[src/rtl/mem_stream_reader.sv]
// Byte-masked write memory with a wrapping valid/ready streaming read engine.
// Optional MEM_STREAM_READER_BYPASS_EN: a same-edge write to the entry being read is forwarded (write-first).
module mem_stream_reader #(
   parameter int WIDTH = 32,
   parameter int DEPTH = 8,
   parameter int AW    = 3
) (
   input  logic               clk,
   input  logic               reset,
   input  logic               io_wr_en,
   input  logic [AW-1:0]      io_wr_addr,
   input  logic [WIDTH-1:0]   io_wr_data,
   input  logic [WIDTH/8-1:0] io_wr_mask,
   input  logic               io_start,
   input  logic [AW-1:0]      io_base,
   input  logic [AW:0]        io_count,
   output logic               io_busy,
   output logic               io_out_valid,
   input  logic               io_out_ready,
   output logic [WIDTH-1:0]   io_out_data,
   output logic [AW-1:0]      io_out_addr,
   output logic               io_out_last
);

   localparam int NB = WIDTH / 8;

   typedef enum logic [1:0] {IDLE, READ, DRAIN} state_t;

   state_t             state;
   state_t             state_nxt;
   logic [WIDTH-1:0]   mem [DEPTH];
   logic [AW-1:0]      ptr;
   logic [AW:0]        rem;
   logic [WIDTH-1:0]   rd_word;
   logic               start_ok;
   logic               load;
   logic               accept;
   logic               rem_is_one;

   assign start_ok   = (state == IDLE) && io_start && (io_count != '0);
   assign load       = (state == READ) && (!io_out_valid || io_out_ready);
   assign accept     = io_out_valid && io_out_ready;
   assign rem_is_one = (rem == (AW+1)'(1));
   assign io_busy    = (state != IDLE);

   // Storage is intentionally not reset; only enabled bytes are updated.
   always_ff @(posedge clk) begin
      if (io_wr_en) begin
         for (int b = 0; b < NB; b++) begin
            if (io_wr_mask[b]) begin
               mem[io_wr_addr][8*b +: 8] <= io_wr_data[8*b +: 8];
            end
         end
      end
   end

   always_comb begin
      rd_word = mem[ptr];
`ifdef MEM_STREAM_READER_BYPASS_EN
      if (io_wr_en && (io_wr_addr == ptr)) begin
         for (int b = 0; b < NB; b++) begin
            if (io_wr_mask[b]) begin
               rd_word[8*b +: 8] = io_wr_data[8*b +: 8];
            end
         end
      end
`endif
   end

   always_ff @(posedge clk or negedge reset) begin
      if (!reset) begin
         state <= IDLE;
      end else begin
         state <= state_nxt;
      end
   end

   always_comb begin
      state_nxt = state;
      case (state)
         IDLE:    if (start_ok) state_nxt = READ;
         READ:    if (load && rem_is_one) state_nxt = DRAIN;
         DRAIN:   if (accept) state_nxt = IDLE;
         default: state_nxt = IDLE;
      endcase
   end

   // Output register only reloads once the held word has been taken.
   always_ff @(posedge clk or negedge reset) begin
      if (!reset) begin
         ptr          <= '0;
         rem          <= '0;
         io_out_valid <= 1'b0;
         io_out_last  <= 1'b0;
         io_out_data  <= '0;
         io_out_addr  <= '0;
      end else if (start_ok) begin
         ptr <= io_base;
         rem <= io_count;
      end else if (load) begin
         io_out_data  <= rd_word;
         io_out_addr  <= ptr;
         io_out_last  <= rem_is_one;
         io_out_valid <= 1'b1;
         ptr          <= ptr + 1'b1;
         rem          <= rem - 1'b1;
      end else if ((state == DRAIN) && accept) begin
         io_out_valid <= 1'b0;
         io_out_last  <= 1'b0;
      end
   end

endmodule

[config.mk]
export PLATFORM = sky130hd
export DESIGN_NAME = mem_stream_reader
export DESIGN_NICKNAME = d
export VERILOG_FILES = /design/src/rtl/mem_stream_reader.sv
export SDC_FILE = /design/constraint.sdc
export NUM_CORES = 1
export LEC_CHECK = 0
export CAP_MARGIN = 20
export CORE_MARGIN = 1
export CORE_UTILIZATION = 30
export CTS_CLUSTER_DIAMETER = 40
export DETAILED_ROUTE_END_ITERATION = 7
export DONT_BUFFER_PORTS = 1
export PLACE_DENSITY = 0.52
export SYNTH_ARGS = -nofsm -noshare
export SYNTH_HDL_FRONTEND = slang
export SYNTH_SLANG_ARGS = --single-unit
[constraint.sdc]
create_clock -name clk -period 2 [get_ports clk]
set_input_delay 0.4 -clock clk [delete_from_list [all_inputs] [get_ports clk]]
set_output_delay 0.4 -clock clk [all_outputs]
set_load 0.05 [all_outputs]
==> key figures <==
Timing
  – RSZ-0062 raised after global routing: no
  – Worst setup margin: 0.1028 ns
  – Fin Hold WS: 0.02402 ns
  – Slew Limit Headroom: 58.99%
  – Worst Clk Skew: 0.02144 ns
  – Fin crit period: 1.897 ns
  – Slew Viols, Final: 0
  – Achievable Freq: around 0.53 GHz
  – Final Cycle Share: 94.86%
  – Final setup fails: 0
  – Final hold viol count: 0
  – Worst-Margin Slew: 0.6151 ns
  – Total negative slack: 0 ns

Worst setup path
  – R2r worst-path depth: 5
  – Crit Reg-Reg Startpoint: io_out_valid$_DFFE_PN0P_
  – Cell chain of the critical path: or2_2
  – CP Data Required Time: 1.60 ns
  – WP data arrival: 1.50 ns
  – Worst setup SP type: register
  – Largest stage delay, worst path: 0.50 ns
  – WP buf/inv: 0
  – CP Capture Type: output port
  – Max FO, Critical Path: 8
  – Critical path class: reg2out
  – WP depth: 1
  – Reg-to-reg critical path endpoint: io_out_data[8]$_DFFE_PN0P_
  – CP Capture Point: io_busy
  – Family with the most delay on the worst path: flip-flops
  – Critical-path top delay cell: dfrtp_1
  – CP startpoint: state[0]$_DFFE_PN0P_
  – Reg-to-reg slack, setup: between 0.3 and 0.4 ns

Job
  – Max-Cap Viols: 0

Die
  – Io pins: about 90
  – Die area: a little over 40000 um2
  – Initial Util: between 30% and 40%
  – Row Count: 72
  – Core area: roughly 39000 um2
  – Die Y-Extent: 200.8 um
  – Die width: 200.8 um

Placement
  – GP Congestion: ~0.72
  – Port Buffer Count: 0
  – Cell area after placement: 12740 um2
  – Cells after DPL: around 1300
  – DP HPWL: 15830 um
  – Pre-CTS WS: 0.3739 ns

Synthesis
  – Yosys warning total: 0
  – Per-instance average area after synthesis: 16.10 um2
  – Top cell type by total area after synthesis: edfxtp_1
  – Seq/Total Area, Yosys: 74.58%
  – Synth Flop Type: edfxtp_1
  – Most frequent cell after synthesis: edfxtp_1
  – Net Count, Synth: 790
  – Post-synth EDFFs: approximately 260
  – Top post-synthesis cells by area: edfxtp_1, mux2i_1, dfrtp_1
  – Flops & latches, synth: a little over 300
  – Syn Inst Count: between 700 and 800
  – Synth unique cells: 41
  – Synth top area share: 64.86%
  – Post-synth top cells: edfxtp_1, mux2i_1, nand2_1
  – Mapped cell area: 11850 um2
  – Post-synth ARST share: between 10% and 20%

Clocking
  – CTS tree: done
  – Clock latency on the worst-skew pair: roughly 0.54 ns
  – Longest Clk Path Bufs: 3
  – Total number of H-tree levels: 2
  – Reg clk slew, reported paths: 0.05 ns
  – Cts bufs inserted: 42
  – Clock tree sinks: 302
  – Root Driver: clkbuf_16

Routing
  – Via count: 6396
  – Total wire length: 26900 um
  – Residual DRC count: 0
  – 1st-pass router iterations: 6
  – Vias per std cell: 4.658
  – Final antenna-violating net count: 0
  – Routed length per instance: 19.59 um
  – Starting DRT DRC Count: 408

Worst hold path
  – Worst Hold Class: in2reg

Final layout
  – NumNets Final: between 800 and 900
  – Post-Layout Cell Count: between 1000 and 1500
  – Final core occ: 37.54%
  – Fin area: 14580 um2
  – Synth-to-layout area growth: 22.99%
  – Layout cells sized above 1: 14.89%
  – FILL cells: 3605

Run status
  – Status: finished clean

Power
  – Maximum VDD drop: 0.0009399 V
  – Leakage: 5.283 nW
  – PD cells: 1469 nW/um2
  – Total power: 21.41 mW

GRT
  – Largest net degree at the start of global routing: 47
  – Vias in the first global route: 6408
  – Total gr overflow: 0
  – Antenna violations before repair: 4
  – GRT Util Overall: a little over an eighth
  – First-pass GRT wire length: 40550 um
[layout by cell type (no fill, tap or decap), types with 2 or more instances in the layout]
cell type      netlist  final
dfrtp_1             46     45
edfxtp_1           256    256
nor3b_4              2      2
dlygate4sd3_1        0     35
inv_1                5      5
buf_4               15     37
inv_2                2      2
inv_6                0      6
nand2_1             81     81
clkbuf_1            13      7
diode_2              0      2
nand3_1             34     34
clkbuf_16            0     42
bufinv_16            0      7
a21oi_1              3      3
a22oi_1             64     64
clkinvlp_4           0      4
clkinv_4             0      5
nor2_4               1      2
or3b_1               3      3
buf_12               0      8
nor2_1              38     37
a221o_1              4      4
nor2b_4              0      2
mux2i_1            128    128
nand3b_1             3      3
ha_1                 3      3
clkinv_2             0      2
o211ai_1             2      2
[layout make-up]
type	instances	area (um2)	share of cell area, %
Antenna cell	2	5.005	0.03433
Clock buffer	49	1077	7.391
Clock inverter	27	377.9	2.592
Inverter	7	26.28	0.1803
Multi-Input combinational cell	387	2784	19.10
Sequential cell	302	8842	60.66
Tap cell	518	648.1	4.446
Timing Repair Buffer	81	815.8	5.597
[report_power, final]
part	switching, mW	leakage, nW	internal, mW	total (mW)
Combinational	2.58	1.72	1.94	4.52
Clock	2.80	0.695	4.83	7.63
Sequential	1.86	2.87	7.39	9.26
[cells by family after synthesis]
| logic type | share of synthesized area [%] |
|---|---|
| and+or+nand+nor | 6.461 |
| AOI/OAI and AO/OA | 5.564 |
| DFF | 74.58 |
| xor gates and xnor gates | 0.07392 |
| buffers and inverters | 2.196 |
| adders and majority gates | 0.3168 |
| muxes | 10.81 |
[timing repair]
item / in CTS / in global routing
resized for setup: 0 / 0
setup buffers: 0 / 0
hold buffers: 36 / 0
hold endpoints to repair: 304 / 0
[routing by layer]
metal | vias to the layer above | wire length, um | global-route usage, %
met5 | - | 23 | 0
met4 | 4 | 499 | 3.680
met3 | 49 | 2023 | 5.000
met2 | 125 | 12330 | 21.02
met1 | 3208 | 12020 | 17.40
li1 | 3010 | - | -
[flip-flops by register name, summed over array words and instances, names as in the netlist]
name	flops
io_out_addr	3
io_out_data	32
io_out_last	1
io_out_valid	1
mem	256
ptr	3
rem	4
state	2
[worst min-delay path by stage]
stage | from | end | slack [ns] | depth (start not counted)
after floorplan | reset | io_out_addr[0]$_DFFE_PN0P_ | 0.10 | 0
after global placement | reset | io_out_last$_DFFE_PN0P_ | 0.11 | 0
after detailed placement | reset | io_out_valid$_DFFE_PN0P_ | 0.11 | 0
after CTS | io_count[3] | rem[3]$_DFFE_PN0P_ | 0.00005 | 1
after global routing | io_base[0] | ptr[0]$_DFFE_PN0P_ | 0.01 | 1
final | io_count[3] | rem[3]$_DFFE_PN0P_ | 0.02 | 1
Power figures use the tool's default switching activity.
